==> src/rtl/regfile_pkg.sv <==
// regfile_pkg: shared constants and the dump FSM state type for the
// parametrised register file.
package regfile_pkg;

    localparam int unsigned DATA_W_DEF = 8;
    localparam int unsigned ADDR_W_DEF = 3;
    localparam int unsigned DEPTH_DEF  = 1 << ADDR_W_DEF;

    // Dump engine: idle, or streaming one register per accepted beat
    typedef enum logic {
        IDLE = 1'b0,
        RUN  = 1'b1
    } dump_state_e;

endpackage

==> src/rtl/regfile_if.sv <==
// regfile_if: write/read/clear port and dump stream of the register file.
//   master: drives we/wa/wd/clear/ra1/ra2/dump_start/dump_ready
//   slave : drives rd1/rd2 (combinational) and the dump stream outputs
interface regfile_if #(
    parameter int unsigned DATA_W = 8,
    parameter int unsigned ADDR_W = 3
);
    logic              we;
    logic [ADDR_W-1:0] wa;
    logic [DATA_W-1:0] wd;
    logic              clear;
    logic [ADDR_W-1:0] ra1;
    logic [ADDR_W-1:0] ra2;
    logic [DATA_W-1:0] rd1;
    logic [DATA_W-1:0] rd2;
    logic              dump_start;
    logic              dump_ready;
    logic              dump_valid;
    logic [ADDR_W-1:0] dump_addr;
    logic [DATA_W-1:0] dump_data;
    logic              dump_busy;

    modport master (
        output we, wa, wd, clear, ra1, ra2, dump_start, dump_ready,
        input  rd1, rd2, dump_valid, dump_addr, dump_data, dump_busy
    );

    modport slave (
        input  we, wa, wd, clear, ra1, ra2, dump_start, dump_ready,
        output rd1, rd2, dump_valid, dump_addr, dump_data, dump_busy
    );
endinterface

==> src/rtl/regfile_dump_fsm.sv <==
// regfile_dump_fsm: walks an index over every register, presenting one
// beat per valid/ready transfer, then returns to IDLE.
//   clk, reset : clock, async active-low reset
//   i_start    : begin a dump (ignored while running)
//   i_ready    : consumer accepts the current beat
//   o_valid    : beat valid
//   o_busy     : dump in progress
//   o_addr     : index of the current beat
module regfile_dump_fsm
    import regfile_pkg::*;
#(
    parameter int unsigned ADDR_W = ADDR_W_DEF
) (
    input  logic              clk,
    input  logic              reset,
    input  logic              i_start,
    input  logic              i_ready,
    output logic              o_valid,
    output logic              o_busy,
    output logic [ADDR_W-1:0] o_addr
);

    localparam logic [ADDR_W-1:0] LAST_IDX = '1;

    dump_state_e       r_state;
    dump_state_e       w_state_nxt;
    logic [ADDR_W-1:0] r_idx;
    logic [ADDR_W-1:0] w_idx_nxt;

    // State and index registers
    always_ff @(posedge clk or negedge reset) begin
        if (!reset) begin
            r_state <= IDLE;
            r_idx   <= '0;
        end else begin
            r_state <= w_state_nxt;
            r_idx   <= w_idx_nxt;
        end
    end

    // Next state, index and decoded outputs
    always_comb begin
        w_state_nxt = r_state;
        w_idx_nxt   = r_idx;
        o_valid     = 1'b0;
        o_busy      = 1'b0;
        o_addr      = r_idx;
        case (r_state)
            IDLE: begin
                if (i_start) begin
                    w_state_nxt = RUN;
                    w_idx_nxt   = '0;
                end
            end
            RUN: begin
                o_valid = 1'b1;
                o_busy  = 1'b1;
                if (i_ready) begin
                    if (r_idx == LAST_IDX) begin
                        w_state_nxt = IDLE;
                        w_idx_nxt   = '0;
                    end else begin
                        w_idx_nxt = r_idx + ADDR_W'(1);
                    end
                end
            end
            default: begin
                w_state_nxt = IDLE;
                w_idx_nxt   = '0;
            end
        endcase
    end

endmodule

==> src/rtl/regfile_param.sv <==
// regfile_param: parametrised register file with one write port, two
// combinational read ports (optional write-through bypass), optional
// hardwired-zero register 0, synchronous clear and a handshaked dump stream.
//   clk, reset : clock, async active-low reset
//   bus        : regfile_if slave (write/clear/read ports and dump stream)
module regfile_param
    import regfile_pkg::*;
#(
    parameter int unsigned DATA_W   = DATA_W_DEF,
    parameter int unsigned ADDR_W   = ADDR_W_DEF,
    parameter bit          ZERO_REG = 1'b1,
    parameter bit          BYPASS   = 1'b1
) (
    input  logic      clk,
    input  logic      reset,
    regfile_if.slave  bus
);

    localparam int unsigned DEPTH = 1 << ADDR_W;

    logic [DATA_W-1:0] r_mem [DEPTH];
    logic              w_wr_en;
    logic              w_dump_valid;
    logic [ADDR_W-1:0] w_dump_addr;

    // A write lands only when not overridden by clear and not aimed at a hardwired zero
    assign w_wr_en = bus.we && !bus.clear && !(ZERO_REG && (bus.wa == '0));

    // Storage array
    always_ff @(posedge clk or negedge reset) begin
        if (!reset) begin
            for (int i = 0; i < int'(DEPTH); i++) r_mem[i] <= '0;
        end else if (bus.clear) begin
            for (int i = 0; i < int'(DEPTH); i++) r_mem[i] <= '0;
        end else if (w_wr_en) begin
            r_mem[bus.wa] <= bus.wd;
        end
    end

    // Read mux: zero register first, then same-cycle write forwarding
    function automatic logic [DATA_W-1:0] read_mux(
        input logic [ADDR_W-1:0] ra,
        input logic [DATA_W-1:0] stored,
        input logic              wr_en,
        input logic [ADDR_W-1:0] wa,
        input logic [DATA_W-1:0] wd
    );
        if (ZERO_REG && (ra == '0))         return '0;
        if (BYPASS && wr_en && (wa == ra)) return wd;
        return stored;
    endfunction

    assign bus.rd1 = read_mux(bus.ra1, r_mem[bus.ra1], w_wr_en, bus.wa, bus.wd);
    assign bus.rd2 = read_mux(bus.ra2, r_mem[bus.ra2], w_wr_en, bus.wa, bus.wd);

    regfile_dump_fsm #(
        .ADDR_W (ADDR_W)
    ) u_dump (
        .clk     (clk),
        .reset   (reset),
        .i_start (bus.dump_start),
        .i_ready (bus.dump_ready),
        .o_valid (w_dump_valid),
        .o_busy  (bus.dump_busy),
        .o_addr  (w_dump_addr)
    );

    // Dump beats carry stored contents only; zeroed outside a dump
    assign bus.dump_valid = w_dump_valid;
    assign bus.dump_addr  = w_dump_addr;
    assign bus.dump_data  = (!w_dump_valid || (ZERO_REG && (w_dump_addr == '0)))
                            ? '0 : r_mem[w_dump_addr];

endmodule
==> src/flat_wrapper.sv <==
// flat-port wrapper written by rule: the top's interface ports become plain ports
module regfile_param_flat import regfile_pkg::*;
#(
    parameter int unsigned DATA_W   = DATA_W_DEF,
    parameter int unsigned ADDR_W   = ADDR_W_DEF,
    parameter bit          ZERO_REG = 1'b1,
    parameter bit          BYPASS   = 1'b1
)
  (clk, reset, bus_we, bus_wa, bus_wd, bus_clear, bus_ra1, bus_ra2, bus_dump_start, bus_dump_ready, bus_rd1, bus_rd2, bus_dump_valid, bus_dump_addr, bus_dump_data, bus_dump_busy);
  regfile_if #(.DATA_W(DATA_W), .ADDR_W(ADDR_W)) bus_i ();
  input  logic clk;
  input  logic reset;
  input wire logic [$bits(bus_i.we)-1:0] bus_we;
  input wire logic [$bits(bus_i.wa)-1:0] bus_wa;
  input wire logic [$bits(bus_i.wd)-1:0] bus_wd;
  input wire logic [$bits(bus_i.clear)-1:0] bus_clear;
  input wire logic [$bits(bus_i.ra1)-1:0] bus_ra1;
  input wire logic [$bits(bus_i.ra2)-1:0] bus_ra2;
  input wire logic [$bits(bus_i.dump_start)-1:0] bus_dump_start;
  input wire logic [$bits(bus_i.dump_ready)-1:0] bus_dump_ready;
  output wire logic [$bits(bus_i.rd1)-1:0] bus_rd1;
  output wire logic [$bits(bus_i.rd2)-1:0] bus_rd2;
  output wire logic [$bits(bus_i.dump_valid)-1:0] bus_dump_valid;
  output wire logic [$bits(bus_i.dump_addr)-1:0] bus_dump_addr;
  output wire logic [$bits(bus_i.dump_data)-1:0] bus_dump_data;
  output wire logic [$bits(bus_i.dump_busy)-1:0] bus_dump_busy;
  assign bus_i.we = bus_we;
  assign bus_i.wa = bus_wa;
  assign bus_i.wd = bus_wd;
  assign bus_i.clear = bus_clear;
  assign bus_i.ra1 = bus_ra1;
  assign bus_i.ra2 = bus_ra2;
  assign bus_i.dump_start = bus_dump_start;
  assign bus_i.dump_ready = bus_dump_ready;
  assign bus_rd1 = bus_i.rd1;
  assign bus_rd2 = bus_i.rd2;
  assign bus_dump_valid = bus_i.dump_valid;
  assign bus_dump_addr = bus_i.dump_addr;
  assign bus_dump_data = bus_i.dump_data;
  assign bus_dump_busy = bus_i.dump_busy;
  regfile_param #(.DATA_W(DATA_W), .ADDR_W(ADDR_W), .ZERO_REG(ZERO_REG), .BYPASS(BYPASS)) u_core (.clk(clk), .reset(reset), .bus(bus_i));
endmodule
==> config.mk <==
export PLATFORM = sky130hd
export DESIGN_NAME = regfile_param_flat
export DESIGN_NICKNAME = d
export VERILOG_FILES = /design/src/rtl/regfile_pkg.sv /design/src/rtl/regfile_if.sv /design/src/rtl/regfile_dump_fsm.sv /design/src/rtl/regfile_param.sv /design/src/flat_wrapper.sv
export SDC_FILE = /design/constraint.sdc
export NUM_CORES = 1
export LEC_CHECK = 0
export CELL_PAD_IN_SITES_DETAIL_PLACEMENT = 0
export CELL_PAD_IN_SITES_GLOBAL_PLACEMENT = 1
export CORE_ASPECT_RATIO = 0.8
export CORE_MARGIN = 2
export CORE_UTILIZATION = 36
export DETAILED_ROUTE_END_ITERATION = 6
export PLACE_DENSITY = 0.64
export SYNTH_ARGS = -nofsm -noshare
export SYNTH_HDL_FRONTEND = slang
export SYNTH_SLANG_ARGS = --single-unit
==> constraint.sdc <==
create_clock -name clk -period 4.1 [get_ports clk]
set_input_delay 1.23 -clock clk [delete_from_list [all_inputs] [get_ports clk]]
set_output_delay 1.23 -clock clk [all_outputs]
set_load 0.01 [all_outputs]
== Word level (Yosys, flattened, before mapping) ==
Cells that the tools add are included.
Storage, ports and cells
  input bits: 23
  word-level logic and storage cells: 79
  memories: 0
  bits in latches: 0
  memory bits (read-only): 0
  bits in writable memories: 0
  register bits: 68
Cells by class
  add/subtract/negate cells: 1
  $lt $le $gt $ge: 5
  bitwise operators: 5
  eq/ne operators: 5
  divide/modulo/power cells: 0
  shift operators: 0
  mux-type cells: 38
  reduce and logical (&&, ||, !) cells: 15
  multiply operators: 0
Operators by type and width (count)
  two-way mux 64 bit: 2
  two-way mux 8 bit: 16
  binary-select mux 8 bit (select 3 bit): 3
  bitwise mux 64 bit: 1
  demux 8 bit (select 3 bit): 1
  greater-or-equal comparator 4 bit (second input constant): 4
  inverter 3 -> 4 bit: 4
  logical NOT 3 bit: 4
  two-way mux 1 bit: 10
  two-way mux 3 bit: 3
  equality test 3 bit: 2
  one-hot mux 3 bit (2 select lines): 1
  logical AND 1 bit: 5
  < comparator 4 x 1 -> 1 bit (second input constant): 1
  inequality test 2 bit (second input constant): 2
  adder 3 x 1 -> 3 bit (second input constant): 1
  equality test 3 bit (second input constant): 1
  logical NOT 1 bit: 3
  one-hot mux 1 bit (2 select lines): 1
  AND reduction 2 bit: 1
  nonzero test 2 bit: 1
  logical OR 1 bit: 1
  inverter 1 bit: 1

== Longest topological paths before layout ==
  depth in word-level cells: 8
  gate-level depth with buffers: 7
  depth with buffers taken out: 5

== Hierarchy ==
A second synthesis with hierarchy kept.
Unflattened totals
  cells, all modules: 418
  area total of the unflattened synthesis: 4805.9 µm²
Modules (own cells, without submodules)
  regfile_param: instances 1, cells an instance 399, area an instance 4573.1 µm², seq. area each 1601.5 µm²
  regfile_dump_fsm: instances 1, cells an instance 19, area an instance 232.7 µm², seq. area each 100.1 µm²

== Worst setup path before layout ==
OpenSTA, ideal clock, no wires.
  kind: input -> output
  start: in bus_wa[0]
  end: out bus_rd2[0]
  data required time: 2.870 ns
  arrival: 2.354 ns
  stages: 6
  slack: 0.516 ns
  path through: buf_4 -> xnor2_1 -> nand3_2 -> or2_2 -> buf_6 -> o211a_1
On the way
  cells in the longest elaborated chain, start to end: 8
RTL lines
  from (decl): line flat_wrapper.sv:14  | input wire logic [$bits(bus_i.wa)-1:0] bus_wa;
  logical NOT 3 bit: line regfile_param.sv:27  | assign w_wr_en = bus.we && !bus.clear && !(ZERO_REG && (bus.wa == '0));
  logical NOT 1 bit: line regfile_param.sv:27
  logical AND 1 bit: line regfile_param.sv:27
  logical AND 1 bit *: line regfile_param.sv:49  | if (BYPASS && wr_en && (wa == ra)) return wd;
  two-way mux 1 bit (2 in a row): line regfile_param.sv:49
  two-way mux 8 bit *: line regfile_param.sv:50  | return stored;
  two-way mux 8 bit *: line regfile_param.sv:49
  to (decl): line flat_wrapper.sv:22  | output wire logic [$bits(bus_i.rd2)-1:0] bus_rd2;
Mark *: on every way between the ends. The rest lies on a longest branch, timed or not. The select of a mux whose other input is x is not followed.

== Worst setup path after layout ==
  start: in bus_ra2[0]
  end: out bus_rd2[3]
On the way
  cells in the longest elaborated chain, start to end: 6
RTL lines
  from (decl): line flat_wrapper.sv:18  | input wire logic [$bits(bus_i.ra2)-1:0] bus_ra2;
  inverter 3 -> 4 bit (not written as such) or equality test 3 bit (tied branches): line regfile_param.sv:54, regfile_param.sv:49
  binary-select mux 8 bit (select 3 bit) or logical AND 1 bit (tied branches): line regfile_param.sv:54, regfile_param.sv:49
  two-way mux 8 bit (not written as such) or two-way mux 1 bit (tied branches) (2 in a row): line regfile_param.sv:54, regfile_param.sv:49
  two-way mux 8 bit: line regfile_param.sv:50
  two-way mux 8 bit *: line regfile_param.sv:49
Marked as above.

==> metrics <==
status=finished clean; H-tree depth reported by CTS=3; non-filler cells, final=slightly below 700; final wirelength=between 10000 and 15000 µm; RSZ-0062 raised after global routing=no; Vias/cell=between 5 and 6; adder-cell area share of the yosys netlist=0.00798; post-synth cell types=35; Simple-Gate Fraction of Synth Area=0.142; routability cong.=a little under 0.9; Worst-Skew Late Latency=roughly 0.33 ns; Setup Skew=0.000249 ns; core box area=about 13000 µm²; Critical Path Source Type=input pin; Synth Net Count=between 400 and 500; Pwr per Cell Area=360 nW/µm²; mux cell area share after synthesis=0.303; hold_buf cts=0; Critical Path Fanout Max=9; Syn. warnings=0; met3 global-route usage=0.0539; TritonCTS Buffers=9; CP Capture Type=output pin; most frequent cells in the layout=nand2_1, dfrtp_1, a21oi_1, mux4_2, buf_4; FMAX=around 250 MHz; Peak VDD IR=between 0.2 and 0.25 mV; Final ANT Viol Nets=0; Least-Margin Pin Slew=~0.81 ns; initial antenna violation count=0; first-pass GRT wire length=approximately 23000 µm; min Tclk post-route=between 4 and 5 ns; fillcell total=roughly 1200; register area=roughly 1700 µm²; Worst Path Arrival=around 2.8 ns; Top Ports=between 50 and 60; Port Buffers=~50; total gr overflow=0; Overall Power=between 2 and 2.5 mW; placed insts=665; Critical Path RT=between 2 and 3 ns; FF+latch count, synth=68; Post-Syn Instances=448; row count=37; # setup viols final=0; die area=~14000 µm²; ANT cells=0; top post-synthesis cells by area=dfrtp_1, mux4_2, mux4_1; DR pass1 iterations=5; clk slew on worst S/H paths=0.06 ns; nets=about 530; total track usage=0.223; compound-cell area share of the yosys netlist=0.120; largest net degree at the start of global routing=between 60 and 70; synth-to-layout area growth=25.8%; Starting Density=0.367; multi-input logic area=2770 µm²; DR vias=slightly below 4000; CTS tree=built; Post-Syn Area=~4700 µm²; Starting DRT DRC Count=roughly 330; fraction of layout cells with a size suffix above 1=0.182; Seq/Total Area, Yosys=0.362; leakage=2.67 nW; post-synthesis xor/xnor area fraction=0.0112; Crit Path Category=input pin to output pin; root buffer cell=clkbuf_16; Most Crowded Layer GR=met1; commonest non-fill, non-tap cell in the layout=nand2_1; Max-cap violations=0; Die Width=about 130 µm; routed length per instance=about 22 µm; share of the synthesized area in the top cell type=0.362; Clock Tree Buf Depth=2; met1 GRT Util=0.349; Avg Cell Area, Syn=10.5 µm²; detailed placement HPWL=10600 µm; worst rel slew slack=0.455; vias in the first global route=3745; Final Cycle Share=0.987; Die Span Y=around 110 µm; Hold Vio Cnt, Final=0; DRC viols=0; M2 GR Usage=0.310; fin. max-slew vios=0; largest family of logic cells by synthesized area=multiplexers; Hold/Removal Path Class=flip-flop to flip-flop; clock sinks=about 70; Synth area leader=dfrtp_1
==> state kept, by name, summed over array words and instances, names as in the netlist <==
signal / count
u_core.r_mem: 64
u_core.u_dump.o_addr: 3
u_core.u_dump.r_state: 1
==> worst paths after layout <==
check	start	end	slack, ns	cells after the start
max	bus_ra2[0]	bus_rd2[3]	0.05	7
min	u_core.r_mem[51]	u_core.r_mem[51]	0.56	2
max reg2reg	u_core.u_dump.o_addr[1]	u_core.u_dump.o_addr[0]	2.49	4
min reg2reg	u_core.r_mem[51]	u_core.r_mem[51]	0.56	2
max in group asynchronous	reset	u_core.r_mem[2]	2.47	2
min in group asynchronous	reset	u_core.u_dump.r_state	0.95	1
==> cells by family after synthesis <==
logic type | Yosys count
AOI/OAI and AO/OA | 93
xor gates and xnor gates | 6
muxes | 74
buffers and inverters | 45
and+or+nand+nor | 159
DFF | 68
adders and majority gates | 3
==> synthesized netlist by cell type, drive strengths merged <==
master and number:
nor2b 11, nand2b 3, nand2 117, dfrtp 68
or2 2, buf 29, a31oi 1, inv 4
mux2i 25, o311ai 1, nand4 1, o211a 16
xnor2 6, ha 3, o21ai 17, mux4 48
clkbuf 12, nand3 5, or3 3, nor3 1
a21oi 56, mux2 1, a32o 1, a22o 1
nor2 16
==> report_power, final <==
part           switching [mW]  internal, mW  leakage [nW]
Clock                   0.299         0.567         0.158
Combinational           0.242         0.252          1.57
Sequential             0.0732         0.696         0.934
==> critical path, cell delays in order <==
cell	delay [ns]
clkbuf_4	0.17
buf_12	0.15
mux4_1	0.56
mux2i_1	0.19
o21ai_0	0.11
o211a_1	0.12
dlygate4sd2_1	0.28
==> area by class of cell <==
cell class                 count  area share
multi-input combinational    335       0.468
sequential                    68       0.288
timing repair buffer          87       0.148
clock buffer                  11      0.0427
tap                          175      0.0370
clock inverter                 5      0.0142
inverter                       4     0.00254
==> repair_timing <==
| action | in CTS | in global routing |
|---|---|---|
| buffers inserted | 1 | 0 |
| pin swaps | 0 | 1 |
| endpoints found under the setup margin | 16 | 16 |
| gates resized for setup | 38 | 11 |
| gates cloned | 3 | 0 |
==> routing by layer <==
metal	up-vias	wire, µm
li1	1754	-
met1	1959	7360
met2	169	6320
met3	12	1100
met4	0	121
met5	-	0
==> stage by stage <==
step	hold WS [ns]	cell area [µm²]	util	setup TNS, ns	worst slack, ns
global placement	0.518	5490	0.428	-7.69	-0.550
detailed placement	0.531	5490	0.428	-7.64	-0.549
global route	0.584	5920	0.462	0	0.00890
floorplan	0.488	4710	-	0	0.516
CTS	0.555	5900	0.460	0	0.0130
finish	0.563	5920	0.462	0	0.0520
No activity file was read; power rests on OpenSTA's default activity.
